===== config.mk =====
export PLATFORM = sky130hd
export DESIGN_NAME = dmi_req_bridge
export DESIGN_NICKNAME = d
export VERILOG_FILES = /design/src/rtl/dmi_req_bridge.sv
export SDC_FILE = /design/constraint.sdc
export NUM_CORES = 1
export LEC_CHECK = 0
export BUFFER_PORTS_ARGS = -buffer_cell sky130_fd_sc_hd__buf_2
export CORE_MARGIN = 1
export CORE_UTILIZATION = 40
export CTS_CLUSTER_DIAMETER = 120
export CTS_CLUSTER_SIZE = 12
export DETAILED_ROUTE_END_ITERATION = 16
export GPL_ROUTABILITY_DRIVEN = 1
export PLACE_DENSITY = 0.7
export SETUP_SLACK_MARGIN = 0.05
export SLEW_MARGIN = 20
export SYNTH_ARGS = -nofsm -noshare
export SYNTH_HDL_FRONTEND = slang
export SYNTH_SLANG_ARGS = --single-unit

===== constraint.sdc =====
create_clock -name clk -period 2.6 [get_ports clk]
set_input_delay 0.52 -clock clk [delete_from_list [all_inputs] [get_ports clk]]
set_output_delay 0.52 -clock clk [all_outputs]
set_load 0.02 [all_outputs]

===== src/rtl/dmi_req_bridge.sv =====
// Bridges DTM requests to the debug module's DMI port. Requests are queued in a small
// FIFO, at most one DMI transaction is in flight, NOPs are answered locally, and hung
// transactions are failed after a timeout.
module dmi_req_bridge #(
  parameter int unsigned REQ_DEPTH      = 4,
  parameter int unsigned TIMEOUT_CYCLES = 1024
) (
  input  logic        clk,
  input  logic        reset_n,
  input  logic        dtm_req_valid,
  output logic        dtm_req_ready,
  input  logic [6:0]  dtm_req_addr,
  input  logic [1:0]  dtm_req_op,
  input  logic [31:0] dtm_req_data,
  output logic        dtm_resp_valid,
  input  logic        dtm_resp_ready,
  output logic [1:0]  dtm_resp_resp,
  output logic [31:0] dtm_resp_data,
  output logic        dmi_req_valid,
  input  logic        dmi_req_ready,
  output logic [6:0]  dmi_req_addr,
  output logic [1:0]  dmi_req_op,
  output logic [31:0] dmi_req_data,
  input  logic        dmi_resp_valid,
  output logic        dmi_resp_ready,
  input  logic [1:0]  dmi_resp_resp,
  input  logic [31:0] dmi_resp_data,
  output logic [15:0] timeout_count,
  output logic        busy
);

  localparam int unsigned PW       = $clog2(REQ_DEPTH);
  localparam int unsigned TW       = (TIMEOUT_CYCLES < 2) ? 1 : $clog2(TIMEOUT_CYCLES);
  localparam logic [TW-1:0] T_LAST = (TIMEOUT_CYCLES == 0) ? '0 : TW'(TIMEOUT_CYCLES - 1);
  localparam bit            TO_EN  = (TIMEOUT_CYCLES != 0);
  localparam logic [PW:0] FULL_CNT = (PW+1)'(REQ_DEPTH);

  typedef enum logic [1:0] {ST_IDLE, ST_ISSUE, ST_WAIT, ST_RESP} state_e;

  typedef struct packed {
    logic [6:0]  addr;
    logic [1:0]  op;
    logic [31:0] data;
  } req_t;

  state_e         state_q, state_d;
  req_t           mem_q [REQ_DEPTH];
  req_t           mem_d [REQ_DEPTH];
  logic [PW-1:0]  wr_ptr_q, wr_ptr_d, rd_ptr_q, rd_ptr_d;
  logic [PW:0]    count_q, count_d;
  logic           ready_q, ready_d;
  req_t           cur_q, cur_d;
  logic [1:0]     resp_q, resp_d;
  logic [31:0]    rdata_q, rdata_d;
  logic [TW-1:0]  timer_q, timer_d;
  logic           stale_q, stale_d;
  logic [15:0]    tocnt_q, tocnt_d;
  logic           push, pop;
  req_t           head;

  always_comb begin
    state_d  = state_q;
    mem_d    = mem_q;
    wr_ptr_d = wr_ptr_q;
    rd_ptr_d = rd_ptr_q;
    count_d  = count_q;
    cur_d    = cur_q;
    resp_d   = resp_q;
    rdata_d  = rdata_q;
    timer_d  = timer_q;
    stale_d  = stale_q;
    tocnt_d  = tocnt_q;
    pop      = 1'b0;
    head     = mem_q[rd_ptr_q];
    push     = dtm_req_valid && ready_q;

    if (push) begin
      mem_d[wr_ptr_q] = '{addr: dtm_req_addr, op: dtm_req_op, data: dtm_req_data};
      wr_ptr_d        = wr_ptr_q + 1'b1;
    end

    case (state_q)
      ST_IDLE: begin
        if ((count_q != '0) && !stale_q) begin
          pop   = 1'b1;
          cur_d = head;
          case (head.op)
            2'd0: begin
              resp_d  = 2'd0;
              rdata_d = '0;
              state_d = ST_RESP;
            end
            2'd3: begin
              resp_d  = 2'd2;
              rdata_d = '0;
              state_d = ST_RESP;
            end
            default: state_d = ST_ISSUE;
          endcase
        end
      end
      ST_ISSUE: begin
        if (dmi_req_ready) begin
          timer_d = '0;
          state_d = ST_WAIT;
        end
      end
      ST_WAIT: begin
        timer_d = timer_q + 1'b1;
        // A response arriving on the expiry cycle takes priority over the timeout.
        if (dmi_resp_valid) begin
          resp_d  = dmi_resp_resp;
          rdata_d = dmi_resp_data;
          state_d = ST_RESP;
        end else if (TO_EN && (timer_q == T_LAST)) begin
          resp_d  = 2'd2;
          rdata_d = '0;
          stale_d = 1'b1;
          timer_d = '0;
          if (tocnt_q != 16'hFFFF) tocnt_d = tocnt_q + 16'd1;
          state_d = ST_RESP;
        end
      end
      ST_RESP: begin
        if (dtm_resp_ready) state_d = ST_IDLE;
      end
      default: state_d = ST_IDLE;
    endcase

    // The timer is reused to age out a stale response; never overlaps WAIT.
    if (stale_q && (state_q != ST_WAIT)) begin
      if (dmi_resp_valid || (TO_EN && (timer_q == T_LAST))) begin
        stale_d = 1'b0;
      end else begin
        timer_d = timer_q + 1'b1;
      end
    end

    if (pop) rd_ptr_d = rd_ptr_q + 1'b1;
    case ({push, pop})
      2'b10:   count_d = count_q + 1'b1;
      2'b01:   count_d = count_q - 1'b1;
      default: count_d = count_q;
    endcase
    ready_d = (count_d != FULL_CNT);
  end

  always_ff @(posedge clk or negedge reset_n) begin
    if (!reset_n) begin
      state_q  <= ST_IDLE;
      for (int unsigned i = 0; i < REQ_DEPTH; i++) mem_q[i] <= '0;
      wr_ptr_q <= '0;
      rd_ptr_q <= '0;
      count_q  <= '0;
      ready_q  <= 1'b0;
      cur_q    <= '0;
      resp_q   <= '0;
      rdata_q  <= '0;
      timer_q  <= '0;
      stale_q  <= 1'b0;
      tocnt_q  <= '0;
    end else begin
      state_q  <= state_d;
      mem_q    <= mem_d;
      wr_ptr_q <= wr_ptr_d;
      rd_ptr_q <= rd_ptr_d;
      count_q  <= count_d;
      ready_q  <= ready_d;
      cur_q    <= cur_d;
      resp_q   <= resp_d;
      rdata_q  <= rdata_d;
      timer_q  <= timer_d;
      stale_q  <= stale_d;
      tocnt_q  <= tocnt_d;
    end
  end

  assign dtm_req_ready  = ready_q;
  assign dmi_req_valid  = (state_q == ST_ISSUE);
  assign dmi_req_addr   = cur_q.addr;
  assign dmi_req_op     = cur_q.op;
  assign dmi_req_data   = cur_q.data;
  assign dmi_resp_ready = (state_q == ST_WAIT) || stale_q;
  assign dtm_resp_valid = (state_q == ST_RESP);
  assign dtm_resp_resp  = resp_q;
  assign dtm_resp_data  = rdata_q;
  assign timeout_count  = tocnt_q;
  assign busy           = (count_q != '0) || (state_q != ST_IDLE);

endmodule

==> flow_metrics.py <==
metrics = {
    "floorplanning": {
        "row_count": 62,
        "fp.dieH_um": 174,
        "dieArea_mm2": 0.0302,
        "io_pins": 177,
        "start_util_pct": 40.9,
        "die_w_um": 174,
        "core_area_mm2": 0.0289,
    },
    "placement": {
        "port_buffers": 176,
        "placed_area_mm2": 0.0133,
        "post-place-ws_ps": 217,
        "placedCellCount": 1313,
        "dp_hpwl_mm": 16.7,
        "gp_congestion": 0.849,
    },
    "worst_setup_path": {
        "crit_start": "rd_ptr_q[0]$_DFFE_PN0P_",
        "critical_path_class": "flip-flop to flip-flop",
        "cpMaxStageDelayCell": "mux4_2",
        "arrival_ps": 2810,
        "reg2reg_from": "rd_ptr_q[0]$_DFFE_PN0P_",
        "worst_setup_path_end_kind": "flip-flop",
        "rrSetupSlack_ps": 190,
        "start_kind": "flip-flop",
        "r2r_cells": 6,
        "critPathMaxFanout": 34,
        "cp.required_ps": 3000,
        "cp_slowest_stage_delay_ps": 520,
        "r2r-end": "dtm_resp_data[6]$_DFFE_PN0P_",
        "crit_path_cell_trace": "mux4_2 -> ha_1 -> nor4b_1 -> o22ai_2 -> buf_4 -> a22o_1",
    },
    "power_and_ir_drop": {
        "p_sw_share_pct": 32.6,
        "vdd_drop_max_mv": 0.612,
        "intPower_w": 0.0120,
        "p_clk_share_pct": 18.5,
        "p_leak_nw": 6.39,
        "p_sw_w": 0.00580,
        "p_per_area_mw_per_mm2": 1270,
        "p_comb_share_pct": 40.6,
        "p_seq_share_pct": 40.9,
        "total_power_w": 0.0178,
    },
    "clock_network": {
        "clockBufferDepth": 3,
        "cts_buffers": 26,
        "cts_tree": "built",
        "cts_sinks": 276,
        "htree_levels": 1,
        "cts-resized-gates": 0,
        "cts_root_buffer": "clkbuf_16",
        "clk_latency_ps": 520,
        "clk_pin_slew_ps": 60,
    },
    "route": {
        "ant_nets": 0,
        "wl_mm": 25.4,
        "drt_iter0_markers": 378,
        "vias": 7197,
        "remaining_drc_errors": 0,
        "wl_per_cell_um": 18.9,
        "drt-pass1-iter-count": 4,
        "vias_per_cell": 5.35,
    },
    "timing": {
        "timing.fmax_mhz": 415,
        "skew_ps": 9.34,
        "tightest_slew_ps": 727,
        "rsz0062_at_grt": "no",
        "timing.final.crit_period_ps": 2410,
        "setup_viol": 0,
        "drv_slew": 0,
        "hold_viol_final": 0,
        "fin_crit_sh_pct": 92.6,
        "slew_headroom_pct": 51.5,
        "setup_slack_ps": 193,
    },
    "final_layout": {
        "utilization_pct": 48.6,
        "design.final.nets": 1053,
        "drive_above_1_share_pct": 50.9,
        "stdcell_count": 1344,
        "finalInstanceArea_mm2": 0.0140,
        "regArea_mm2": 0.00691,
        "multi_input_area_mm2": 0.00472,
        "area_delta_synth_final_pct": 18.8,
        "fill_cells": 2529,
    },
    "yosys": {
        "synth_top_area_share_pct": 58.5,
        "async_reset_ff_share_pct": 100,
        "ys_top_cells_by_area": "dfrtp_1 58%, mux2_2 20%, mux4_2 7.8%, a22o_1 2.6%, ha_1 1.4%",
        "synth_top_area_cell": "dfrtp_1",
        "yosys_warnings": 0,
        "yosys_register_bits": 276,
        "synth.avg_cell_area_um2": 15.3,
        "ys.flop_type": "dfrtp_1",
        "syn_nets": 869,
        "netlist_area_mm2": 0.0118,
        "syn_inst": 774,
        "synth_cell_types": 44,
        "ys_seq_area_share_pct": 58.5,
        "synth-edff-count": 0,
    },
    "hold_path": {
        "min-delay-path-class": "input port to flip-flop",
        "whs_endpoint": "dtm_resp_data[31]$_DFFE_PN0P_",
        "hp-start": "dmi_resp_data[31]",
        "worstHoldPathCells": 2,
    },
    "grt": {
        "grt_pass1_wl_mm": 42.2,
        "grt_use_total_pct": 17.4,
        "grt_max_degree": 77,
        "grt_pass1_vias": 7658,
        "antenna_found_initial": 3,
        "grt_overflow": 0,
    },
    "job": {
        "cap_violations": 0,
    },
    "status": {
        "outcome": "complete, no violations",
    },
}
state kept, by name (all words and copies together), names as in the netlist:
| signal | flops |
|---|---|
| state_q | 2 |
| dtm_resp_data | 32 |
| dtm_req_ready | 1 |
| timer_q | 10 |
| dmi_req_addr | 7 |
| timeout_count | 16 |
| count_q | 3 |
| dmi_req_op | 2 |
| dtm_resp_resp | 2 |
| rd_ptr_q | 2 |
| stale_q | 1 |
| mem_q | 164 |
| wr_ptr_q | 2 |
| dmi_req_data | 32 |
final cells by class:
class	count	share of cell area, %
diodes	1	0.0178
flip-flops and latches	276	49.3
well taps	384	3.42
clock buffers	29	4.87
repair buffers	200	8.45
inverters	13	0.348
multi-input cells	441	33.6
cell usage in the layout (no fill, tap or decap), types with 2 or more instances in the layout:
master / n
and4_1: 3
xnor2_1: 6
ha_1: 13
mux2_2: 208
nand2_1: 18
clkbuf_16: 27
nand4_1: 10
nor4_1: 4
a22o_1: 35
dfrtp_1: 274
nand3_2: 5
and2_1: 3
nand2b_1: 4
buf_4: 14
and3_1: 2
nor4_2: 2
nand3_1: 7
nor4b_1: 3
inv_1: 13
nor3_1: 11
clkbuf_1: 2
mux2i_1: 4
nor2_1: 5
o2bb2ai_1: 2
xor2_1: 16
buf_2: 175
mux4_2: 41
or4_1: 7
o21ai_0: 7
a31oi_1: 8
buf_12: 9
metal layers:
metal | part of all wire (%) | GRT usage (%)
met5 | 0.091 | 0
met4 | 1.8 | 3.91
met2 | 48 | 28.7
met3 | 6.6 | 4.28
met1 | 44 | 23.1
worst max path at each step:
stage,end,slack (ps),cells past startpoint
2_1_floorplan,dtm_resp_data[2]$_DFFE_PN0P_,-20,7
3_3_place_gp,dtm_resp_data[9]$_DFFE_PN0P_,240,6
3_5_place_dp,dtm_resp_data[9]$_DFFE_PN0P_,220,6
4_1_cts,dtm_resp_data[6]$_DFFE_PN0P_,190,6
5_1_grt,dtm_resp_data[26]$_DFFE_PN0P_,80,6
6_report,dtm_resp_data[6]$_DFFE_PN0P_,190,6
cells by family after synthesis:
logic type / synth area share, %
AOI/OAI and AO/OA: 4.09
xor gates and xnor gates: 1.63
adders and majority gates: 1.55
buffers and inverters: 1.88
DFF: 58.5
muxes: 28.0
and+or+nand+nor: 4.42
Yosys cell counts (3+ instances only):
library cell,instances
mux2i_1,4
nand3_1,11
a31oi_1,8
o21ai_0,7
and2_1,3
dfrtp_1,276
mux2_2,208
nor4b_1,3
buf_2,7
nor3_1,11
and4_1,3
or4_1,7
ha_1,13
xor2_1,16
nand4_1,10
nand2b_1,4
inv_1,13
a22o_1,35
nand2_1,18
xnor2_1,6
buf_1,17
clkbuf_1,20
nor2_1,5
mux4_2,41
nor4_1,4
power by group through the flow:
stage	Clock (W)	Combinational (W)	Sequential, W
floorplan	0	0.00485	0.00764
global placement	0	0.00717	0.00724
detailed placement	0	0.00733	0.00733
CTS	0.00342	0.00735	0.00727
global route	0.00357	0.00786	0.00752
finish	0.00329	0.00722	0.00726
critical path: cells and delay by family, from the launching register on:
kind | cells | cell delay, ps
mux | 1 | 520
fa+ha+maj | 1 | 340
compound gates | 2 | 360
simple gates | 1 | 360
buf+inv | 1 | 260
flops | 1 | 440
what timing repair did:
action | 4_1_cts | 5_1_grt
hold buffers | 1 | 0
endpoints found under the hold margin | 19 | 0
buffers inserted | 0 | 0
per-stage QoR:
step / TNS [ps] / hold WS (ps)
floorplan: -517 / 224
global placement: 0 / 477
detailed placement: 0 / 478
CTS: 0 / 188
global route: 0 / 195
finish: 0 / 222
Note: power is estimated with default switching activity, not from simulation.
